===== src/rtl/rv32i_pkg.sv =====
// Shared RV32I pipeline definitions: word width, bubble encoding and
// the instruction-fetch state encoding.
package rv32i_pkg;

  localparam int          XLEN              = 32;
  localparam logic [31:0] NOP_INSTR_DEFAULT = 32'h0000_0013;  // addi x0,x0,0
  localparam logic [31:0] RESET_PC_DEFAULT  = 32'h0000_0000;

  typedef enum logic [1:0] {
    ST_INIT = 2'd0,
    ST_RUN  = 2'd1,
    ST_HALT = 2'd2
  } fetch_state_e;

endpackage


===== src/rtl/fetch_stage_if_id_reg.sv =====
// IF/ID pipeline register: reset > flush > hold > load; when not loading,
// a bubble is inserted and the last PC is kept for debug visibility.
module if_id_reg
  import rv32i_pkg::*;
#(
  parameter logic [XLEN-1:0] NOP_INSTR = NOP_INSTR_DEFAULT
) (
  input  logic            clk,
  input  logic            reset,
  input  logic            flush_i,
  input  logic            hold_i,
  input  logic            load_i,
  input  logic [XLEN-1:0] pc_i,
  input  logic [XLEN-1:0] instr_i,
  output logic            valid_o,
  output logic [XLEN-1:0] pc_o,
  output logic [XLEN-1:0] pc_plus4_o,
  output logic [XLEN-1:0] instr_o
);

  logic            valid_q;
  logic [XLEN-1:0] pc_q;
  logic [XLEN-1:0] pc_plus4_q;
  logic [XLEN-1:0] instr_q;

  always_ff @(posedge clk) begin
    if (reset) begin
      valid_q    <= 1'b0;
      pc_q       <= '0;
      pc_plus4_q <= XLEN'(4);
      instr_q    <= NOP_INSTR;
    end else if (flush_i) begin
      valid_q <= 1'b0;
      instr_q <= NOP_INSTR;
    end else if (!hold_i) begin
      if (load_i) begin
        valid_q    <= 1'b1;
        pc_q       <= pc_i;
        pc_plus4_q <= pc_i + XLEN'(4);
        instr_q    <= instr_i;
      end else begin
        valid_q <= 1'b0;
        instr_q <= NOP_INSTR;
      end
    end
  end

  assign valid_o    = valid_q;
  assign pc_o       = pc_q;
  assign pc_plus4_o = pc_plus4_q;
  assign instr_o    = instr_q;

endmodule


===== src/rtl/fetch_stage.sv =====
// RV32I fetch stage: owns the PC, drives the combinational instruction
// memory, and fills IF/ID with redirect/stall handling and fetch faults.
module fetch_stage
  import rv32i_pkg::*;
#(
  parameter logic [31:0] RESET_PC   = RESET_PC_DEFAULT,
  parameter int unsigned IMEM_BYTES = 2048,
  parameter logic [31:0] NOP_INSTR  = NOP_INSTR_DEFAULT
) (
  input  logic        clk,
  input  logic        reset,
  input  logic        stall,
  input  logic        redirect_valid,
  input  logic [31:0] redirect_target,
  output logic [31:0] imem_addr,
  input  logic [31:0] imem_rdata,
  output logic        if_id_valid,
  output logic [31:0] if_id_pc,
  output logic [31:0] if_id_pc_plus4,
  output logic [31:0] if_id_instr,
  output logic        misalign_fault,
  output logic        range_fault
);

  fetch_state_e state_q;
  logic [31:0]  pc_q;
  logic         misalign_q;
  logic         range_q;
  logic         in_range;
  logic         load;

  // 33-bit sum so that pc near 2^32 cannot wrap back into range.
  assign in_range = ({1'b0, pc_q} + 33'd3) < 33'(IMEM_BYTES);
  assign load     = (state_q == ST_RUN) && in_range;

  always_ff @(posedge clk) begin
    if (reset) begin
      pc_q       <= RESET_PC;
      state_q    <= ST_INIT;
      misalign_q <= 1'b0;
      range_q    <= 1'b0;
    end else if (redirect_valid) begin
      pc_q       <= {redirect_target[31:2], 2'b00};
      state_q    <= ST_RUN;
      misalign_q <= |redirect_target[1:0];
      range_q    <= 1'b0;
    end else if (stall) begin
      misalign_q <= 1'b0;
      range_q    <= 1'b0;
    end else begin
      misalign_q <= 1'b0;
      range_q    <= 1'b0;
      case (state_q)
        ST_INIT: state_q <= ST_RUN;
        ST_RUN: begin
          if (in_range) begin
            pc_q <= pc_q + 32'd4;
          end else begin
            state_q <= ST_HALT;
            range_q <= 1'b1;
          end
        end
        ST_HALT: state_q <= ST_HALT;
        default: state_q <= ST_HALT;
      endcase
    end
  end

  if_id_reg #(
    .NOP_INSTR (NOP_INSTR)
  ) u_if_id (
    .clk        (clk),
    .reset      (reset),
    .flush_i    (redirect_valid),
    .hold_i     (stall),
    .load_i     (load),
    .pc_i       (pc_q),
    .instr_i    (imem_rdata),
    .valid_o    (if_id_valid),
    .pc_o       (if_id_pc),
    .pc_plus4_o (if_id_pc_plus4),
    .instr_o    (if_id_instr)
  );

  assign imem_addr      = pc_q;
  assign misalign_fault = misalign_q;
  assign range_fault    = range_q;

endmodule


===== config.mk =====
export PLATFORM = sky130hd
export DESIGN_NAME = fetch_stage
export DESIGN_NICKNAME = d
export VERILOG_FILES = /design/src/rtl/rv32i_pkg.sv /design/src/rtl/fetch_stage_if_id_reg.sv /design/src/rtl/fetch_stage.sv
export SDC_FILE = /design/constraint.sdc
export NUM_CORES = 1
export LEC_CHECK = 0
export ABC_CLOCK_PERIOD_IN_PS = 2000
export CORE_ASPECT_RATIO = 1.25
export CORE_MARGIN = 10
export CORE_UTILIZATION = 40
export DETAILED_ROUTE_END_ITERATION = 10
export PLACE_DENSITY_LB_ADDON = 0.15
export SYNTH_ARGS = -nofsm -noshare
export SYNTH_HDL_FRONTEND = slang
export SYNTH_SLANG_ARGS = --single-unit
export TNS_END_PERCENT = 50

===== constraint.sdc =====
create_clock -name clk -period 2 [get_ports clk]
set_input_delay 0.4 -clock clk [delete_from_list [all_inputs] [get_ports clk]]
set_output_delay 0.4 -clock clk [all_outputs]
set_load 0.1 [all_outputs]

Word-level counts from Yosys, hierarchy flattened:

Cells that the tools add are included.

* bits in registers: 133
* input port bits: 68

* add/subtract/negate cells: 2
* magnitude comparators: 1
* bitwise logic cells: 3
* multiplexer cells: 11
* reductions and logical operators: 13
* equal/unequal tests: 4

Operators by type and width (number)
* 32-bit 2-to-1 mux: 5
* 32-bit by 2-bit adder with 33-bit output (second input constant): 1
* 33-bit by 12-bit < comparator with 1-bit output (second input constant): 1
* 32-bit by 3-bit adder with 32-bit output (second input constant): 1
* 3-bit AND reduction: 3
* 2-bit OR reduction: 3
* 1-bit 2-to-1 mux: 4
* 2-bit one-hot mux with 2 select lines: 1
* 2-bit AND reduction: 2
* 2-bit nonzero test: 2
* 4-bit OR reduction: 1
* 3-bit != test (second input constant): 1
* 1-bit inverter: 3
* 2-bit by 1-bit equality test with 1-bit output (second input constant): 1
* 2-bit zero test: 1
* 2-bit 2-to-1 mux: 1
* 2-bit by 1-bit != test with 1-bit output (second input constant): 1
* 2-bit != test (second input constant): 1
* 1-bit logical AND: 1

Longest topological paths before layout:

Gate-level depths: netlist of run 1.

* word-level depth: 6
* depth in mapped cells: 7
* gate-level depth less buffers: 5

By module:

Synthesis of run 1 repeated with hierarchy kept, for this count alone.

* cell total of the unflattened synthesis: 641
* area total of the unflattened synthesis: 5507.8 um^2

Modules (own cells, without submodules)
* if_id_reg: sequential area each 1901.8 um^2, times used 1, cells each 463, area each 3883.7 um^2
* fetch_stage: sequential area each 680.7 um^2, times used 1, cells each 178, area each 1624.1 um^2

Worst setup path after synthesis of run 1:

OpenSTA, ideal clock, no wires.

* kind: register -> register
* start point: register pc_q[2] (netlist: imem_addr[2])
* end point: register pc_q[6] (netlist: imem_addr[6])
* data arrival time: 2295 ps
* setup time: 103 ps
* cell stages (with the launch flop): 6
* data required time: 1897 ps
* clock period less this slack: 2399 ps
* path buffers: 0
* setup slack: -399 ps
* cells stage by stage: dfxtp_1 > ha_1 > and3_1 > nand4_1 > or2_1 > a2111oi_2

* longest elaborated chain between the ends: 5
* elaborated cells between the ends (all ways): 9
* classes of those cells: 2 x add/sub; 1 x order compare; 4 x mux; 2 x reduce/logical

RTL lines
* start, declared: line fetch_stage.sv:26 `logic [31:0] pc_q;`
* start signal, assigned: line fetch_stage.sv:43 `pc_q <= {redirect_target[31:2], 2'b00};`
* start signal, assigned: line fetch_stage.sv:57 `pc_q <= pc_q + 32'd4;`
* parallel branches: the longest is 5 deep, another holds 32-bit by 2-bit adder with 33-bit output

Parallel ways; which one is timed is not known. The select of a mux whose other input is x is not followed.
A chain may end at the register's enable or synchronous reset.

Final worst setup path of run 1:

* start point: register pc_q[25] (netlist: imem_addr[25])
* end point: register pc_q[5] (netlist: imem_addr[5])

* longest elaborated chain between the ends: 4

RTL lines
* 32-bit by 2-bit adder with 33-bit output: line fetch_stage.sv:33 `assign in_range = ({1'b0, pc_q} + 33'd3) < 33'(IMEM_BYTES);`
* 33-bit by 12-bit < comparator with 1-bit output: line fetch_stage.sv:33
* 2-bit nonzero test (no source line)
* 3-bit AND reduction (no source line)

Every way passes these cells.

==> results by group, run 1 <==
Routing
  • DRT Pass-1 Iters: 4
  • Final WL: 15230 µm
  • Final antenna-violating net count: 0
  • Via density per instance: 5.047
  • DRC errors left: 0
  • Iteration-0 DRC Markers: about 300
  • Vias: 4497
  • Wire per inst: 17.09 µm

Power
  • Comb power frac: 14.1%
  • Peak VDD IR: 0.0005397 V
  • Sequential Power Share: 38.3%
  • Psw: 1855 µW
  • Total power: 6928 µW
  • Sw Ratio: 26.78%
  • PwrDens: 927.5 nW/µm²
  • Pleak: 0.003034 µW
  • Int Pwr: 5073 µW
  • Clock power frac: 47.6%

Clock tree
  • CTS tree: yes
  • H-Tree Depth: 4
  • Root Buffer: clkbuf_16
  • Clock latency at the later pin of the worst-skew pair: 0.41 ns
  • CTS sink cnt: 127
  • Clock buffer depth: 2
  • Worst-path clk slew: ~0.060 ns
  • Total setup buffers inserted after CTS: 0
  • TritonCTS Buffers: 17
  • Post-CTS sizing: 0
  • Cts hold-fix bufs: 0

Yosys
  • Post-synth EDFFs: 0
  • Ys Warns: 0
  • Mapped cell area: around 5000 µm²
  • Sequential element share of the synthesized area: 51.67%
  • Average cell area after synthesis: 9.373 µm²
  • Post-Syn Instances: about 530
  • FF+latch count, synth: 127
  • Post-synth ARST share: 0%
  • Synth Flop Type: dfxtp_1
  • Synth cell types: 53

Place
  • GP Congestion: 0.8569
  • Post-DP HPWL: ~11000 µm
  • Place WS: -0.2132 ns
  • I/O Buffers: 192
  • Placed Area: about 6800 µm²

Cells and area
  • Final nets: 784
  • Most frequent cells in the layout: buf_4, dfxtp_1, clkdlybuf4s50_1
  • P&R area growth vs syn: 51.79%
  • Sequential cell area: 2576 µm²
  • Most common cell after layout, fill and taps aside: buf_4
  • Final Util: 61.71%
  • Ant. Diodes: 0
  • FILL cells: 1036
  • Area of the multi-input gates: between 2000 and 2500 µm²
  • Layout cells sized above 1: between 30% and 40%
  • Design area: 7470 µm²

Worst setup path
  • Setup crit end: imem_addr[5]
  • Buffers and inverters on the worst path: 0
  • Reg2Reg Launch Point: imem_addr[25]
  • Cell Chain, Critical Path: nor4_4 -> nand2_2 -> or3_1 -> a2111oi_1
  • Critical path's top delay family: simple AND/OR/NAND/NOR gates
  • CP Class: register to register
  • R2R cell count: 4
  • Register-to-register setup slack: roughly 0.18 ns
  • Startpoint types: register
  • Crit Reg-Reg Endpoint: imem_addr[5]
  • Crit. End Element: register
  • CP startpoint: imem_addr[25]
  • Crit path max fanout: 6
  • CP peak stage delay: 0.50 ns
  • Req. time, crit path: 2.29 ns
  • Crit path DAT: 2.11 ns
  • Slowest CP cell: nor4_4
  • Critical path depth: 4

STA
  • F_max: between 500 and 600 MHz
  • Slew Viols, Final: 0
  • Clock skew: 0.009612 ns
  • Hold Fails Final Rpt: 0
  • Fin crit period: between 1.5 and 2 ns
  • # setup viols final: 0
  • Setup slack after layout: roughly 0.18 ns
  • Period Utilization, post-route: 91.07%
  • WHS: 0.3760 ns
  • RSZ-0062 raised after global routing: false

Job
  • Max-Cap Viols: 0

Floorplanning
  • Initial core utilization: 40.65%
  • Row cnt: 45
  • Floorplan Core Area: ~12000 µm²
  • Die height: 144.0 µm
  • Chip width: 119.2 µm
  • Top-level port count: 199
  • Die area: 17170 µm²

Global routing
  • First-pass GRT wire length: 23930 µm
  • Vias in the first global route: 4531
  • Antenna violations before repair: 0
  • Gr usage total: 17.31%
  • Congestion Overflow GR: 0
  • Largest net degree at the start of global routing: 42

Outcome
  • Outcome: finished, final reports clean

Worst hold path
  • Hold WC Path Type: primary input to register
==> power by group through the flow <==
stage	sequential [µW]	clock, µW	combinational [µW]
3_5_place_dp	2710	0	976
6_report	2660	3300	976
3_3_place_gp	2710	0	967
2_1_floorplan	2990	0	358
4_1_cts	2650	3370	979
5_1_grt	2660	3480	1030
==> worst min-delay path by stage <==
stage                                    from                   to  cells past startpoint
after floorplan                    state_q[1]          range_fault                      1
after global placement    u_if_id.instr_o[31]  u_if_id.instr_o[31]                      2
after detailed placement     u_if_id.pc_o[24]     u_if_id.pc_o[24]                      1
after CTS                               reset      u_if_id.pc_o[4]                      2
after global routing                    reset      u_if_id.pc_o[3]                      2
final                                   reset      u_if_id.pc_o[4]                      2
==> routing by layer <==
metal / part of all wire (%) / global-route usage (%) / wire length [µm] / vias up
met2: 50 / 29.22 / 7577 / 151
met5: 0 / 0 / 0 / -
met4: 0.64 / 5.795 / 97 / 0
met1: 42 / 19.94 / 6372 / 2125
li1: - / - / - / 2212
met3: 7.7 / 6.201 / 1179 / 9
==> Yosys cell counts, types with 6 or more instances <==
cell	n	area share, %
and2_1	41	5.2
nor3_1	10	1.0
nor2_1	35	2.7
clkbuf_1	24	1.8
buf_4	8	1.2
buf_2	14	1.4
a21oi_1	47	4.8
mux2i_1	20	4.1
dfxtp_1	127	52
xnor2_1	6	1.1
nand2_1	38	2.9
nand4_1	32	4.1
nand3_1	24	2.4
o21ai_0	23	2.3
==> worst register-to-register path, cell delays in order (launching register included) <==
cell       delay, ns
dfxtp_2         0.34
nor4_4          0.50
nand2_2         0.15
or3_1           0.39
a2111oi_1       0.33
==> cell families after synthesis <==
family,share of synthesized area [%]
AND/OR/NAND/NOR,25.02
AO/OA/AOI/OAI,11.31
flip-flops,51.67
multiplexers,4.068
other,0.07620
adder cells (fa/ha/maj),0.2542
XOR/XNOR,1.424
buffers and inverters,6.179
==> through the flow <==
| stage | cells | TNS, ns |
|---|---|---|
| floorplan | 530 | -0.02223 |
| global placement | 860 | -8.570 |
| detailed placement | 860 | -11.92 |
| CTS | 891 | 0 |
| global route | 891 | 0 |
| finish | 891 | 0 |
==> state kept, by name, summed over array words and instances, names as in the netlist <==
signal,cells
range_fault,1
u_if_id.valid_o,1
misalign_fault,1
u_if_id.instr_o,32
imem_addr,30
state_q,2
u_if_id.pc_o,30
u_if_id.pc_plus4_o,30
==> cell type report <==
| class | instances | share of cell area (%) |
|---|---|---|
| repair buffers | 219 | 25.80 |
| flip-flops and latches | 127 | 34.49 |
| multi-input cells | 346 | 28.24 |
| clock buffers | 19 | 6.064 |
| well taps | 164 | 2.747 |
| clock inverters | 12 | 2.462 |
| inverters | 4 | 0.2010 |
Note: power is estimated with default switching activity, not from simulation.
==> run 2, diff against run 1 <==
Settings changed: ABC_CLOCK_PERIOD_IN_PS 2000 to default, SKIP_CTS_REPAIR_TIMING from default to 1.
==> results of run 2 <==
The final DEF is identical to that of run 1; final timing and power are the same.
==> run 3, diff against run 2 <==
Settings changed: CORE_UTILIZATION 40 to 43, SLEW_MARGIN from default to 20.
==> run 3 against run 2 <==
  * Sequential power about the same
  * First-iteration DRC count down 3.0%
  * Core utilization up 4.5 points
  * Sequential share of layout area up 0.44 points
  * Die area down 5.9%
  * Critical path type unchanged
  * Clock skew down 0.0045 ns
  * Clock power down 10%
  * Largest power group unchanged
==> results by group, run 3 (synthesis gave the netlist of run 1 again) <==
Worst setup path
  • CP Class: register to register
  • Critical path's top delay family: simple AND/OR/NAND/NOR gates
  • Req. time, crit path: 2.28 ns
  • CP peak stage delay: around 0.49 ns
  • Cell Chain, Critical Path: nor4_4 -> nand2_2 -> or3_1 -> a2111oi_1
  • Buffers and inverters on the worst path: 0
  • Slowest CP cell: nor4_4
  • Crit path DAT: 2.11 ns
  • Startpoint types: register
  • Crit. End Element: register
  • Crit path max fanout: 6

Clock tree
  • Clock latency at the later pin of the worst-skew pair: 0.40 ns
  • Root Buffer: clkbuf_16
  • CTS sink cnt: between 100 and 150
  • CTS tree: yes
  • H-Tree Depth: 4
  • Clock buffer depth: 2
  • Worst-path clk slew: about 0.050 ns
  • TritonCTS Buffers: 17

Routing
  • Vias: 4483
  • DRC errors left: 0
  • Wire per inst: between 15 and 20 µm
  • Via density per instance: approximately 5.2
  • DRT Pass-1 Iters: 5
  • Final WL: 15050 µm
  • Iteration-0 DRC Markers: slightly below 300
  • Final antenna-violating net count: 0

Floorplanning
  • Initial core utilization: 44.19%
  • Die height: 139.6 µm
  • Top-level port count: 199
  • Row cnt: 43
  • Floorplan Core Area: between 10000 and 15000 µm²
  • Die area: 16150 µm²
  • Chip width: 115.7 µm

STA
  • RSZ-0062 raised after global routing: false
  • Fin crit period: 1.836 ns
  • Clock skew: 0.005149 ns
  • Period Utilization, post-route: 91.80%
  • # setup viols final: 0
  • Slew Viols, Final: 0
  • F_max: roughly 540 MHz
  • Setup slack after layout: between 0.15 and 0.2 ns
  • Hold Fails Final Rpt: 0
  • WHS: between 0.2 and 0.3 ns

Cells and area
  • Most common cell after layout, fill and taps aside: buf_4
  • Layout cells sized above 1: between 30% and 40%
  • Most frequent cells in the layout: buf_4, dfxtp_1, clkdlybuf4s50_1
  • Final Util: between 60% and 70%
  • Design area: 7375 µm²
  • Ant. Diodes: 0
  • FILL cells: 925
  • Max reg flops: 32
  • P&R area growth vs syn: 49.86%
  • Final nets: 785

Place
  • Place WS: -0.1569 ns
  • GP Congestion: 0.8482
  • Post-DP HPWL: 11290 µm
  • Placed Area: 6799 µm²
  • I/O Buffers: 192

Outcome
  • Outcome: finished, final reports clean

Power
  • Peak VDD IR: about 0.0007 V
  • PwrDens: 894.5 nW/µm²
  • Pleak: 0.003013 µW
  • Total power: 6597 µW

Global routing
  • Gr usage total: 18.40%
  • First-pass GRT wire length: 23890 µm
  • Largest net degree at the start of global routing: 42
  • Congestion Overflow GR: 0
  • Vias in the first global route: ~4500
  • Antenna violations before repair: 0

Job
  • Max-Cap Viols: 0

Worst hold path
  • Hold WC Path Type: primary input to register
==> run 3: cell types whose count changed in the layout (fill, tap and decap cells not counted), moves of 2 or more <==
cell       before  now
bufinv_16       4    2
clkbuf_1        0    3
clkbuf_8        2    4
clkinv_2        1    3
clkinv_4        3    0
inv_6           2    0
==> run 3: worst register-to-register path, delay by kind of cell (launching register included) <==
family	cells	cell delay [ns]
compound gates	1	0.34
flops	1	0.33
simple gates	3	1.03
==> run 3: final cells by class <==
cell class | instances | area [µm²] | area share [%]
Inverter | 4 | 15.01 | 0.2036
Timing Repair Buffer | 220 | 1934 | 26.23
Tap cell | 135 | 168.9 | 2.290
Multi-Input combinational cell | 346 | 2106 | 28.55
Clock buffer | 24 | 491.7 | 6.668
Clock inverter | 6 | 82.58 | 1.120
Sequential cell | 127 | 2576 | 34.93
==> run 3: worst paths after layout <==
kind,end,slack (ns),start,cells past startpoint
hold / removal,u_if_id.pc_plus4_o[11],0.29,reset,2
setup / recovery,imem_addr[5],0.16,imem_addr[25],4
hold reg to reg,u_if_id.pc_o[20],0.46,u_if_id.pc_o[20],1
setup reg to reg,imem_addr[5],0.16,imem_addr[25],4
==> run 3: per-layer routing <==
layer | share of wire (%) | routed length (µm) | vias up | track usage [%]
li1 | - | - | 2214 | -
met1 | 39 | 5903 | 2098 | 20.77
met2 | 49 | 7364 | 156 | 30.27
met3 | 11 | 1598 | 15 | 8.559
met4 | 1.2 | 188 | 0 | 5.149
met5 | 0 | 0 | - | 0
==> run 3: through the flow <==
stage,std cells,TNS [ns]
after floorplan,530,-0.02223
after global placement,832,-4.465
after detailed placement,832,-5.518
after CTS,862,0
after global routing,862,0
final,862,0
==> run 3: where the power goes <==
| group | leakage (µW) | internal (µW) | switching [µW] | total, µW |
|---|---|---|---|---|
| sequential | 0.00104 | 2590 | 72.7 | 2660 |
| clock | 0.000282 | 1950 | 1020 | 2970 |
| combinational | 0.00169 | 333 | 640 | 973 |
| total | 0.00301 | 4860 | 1730 | 6600 |
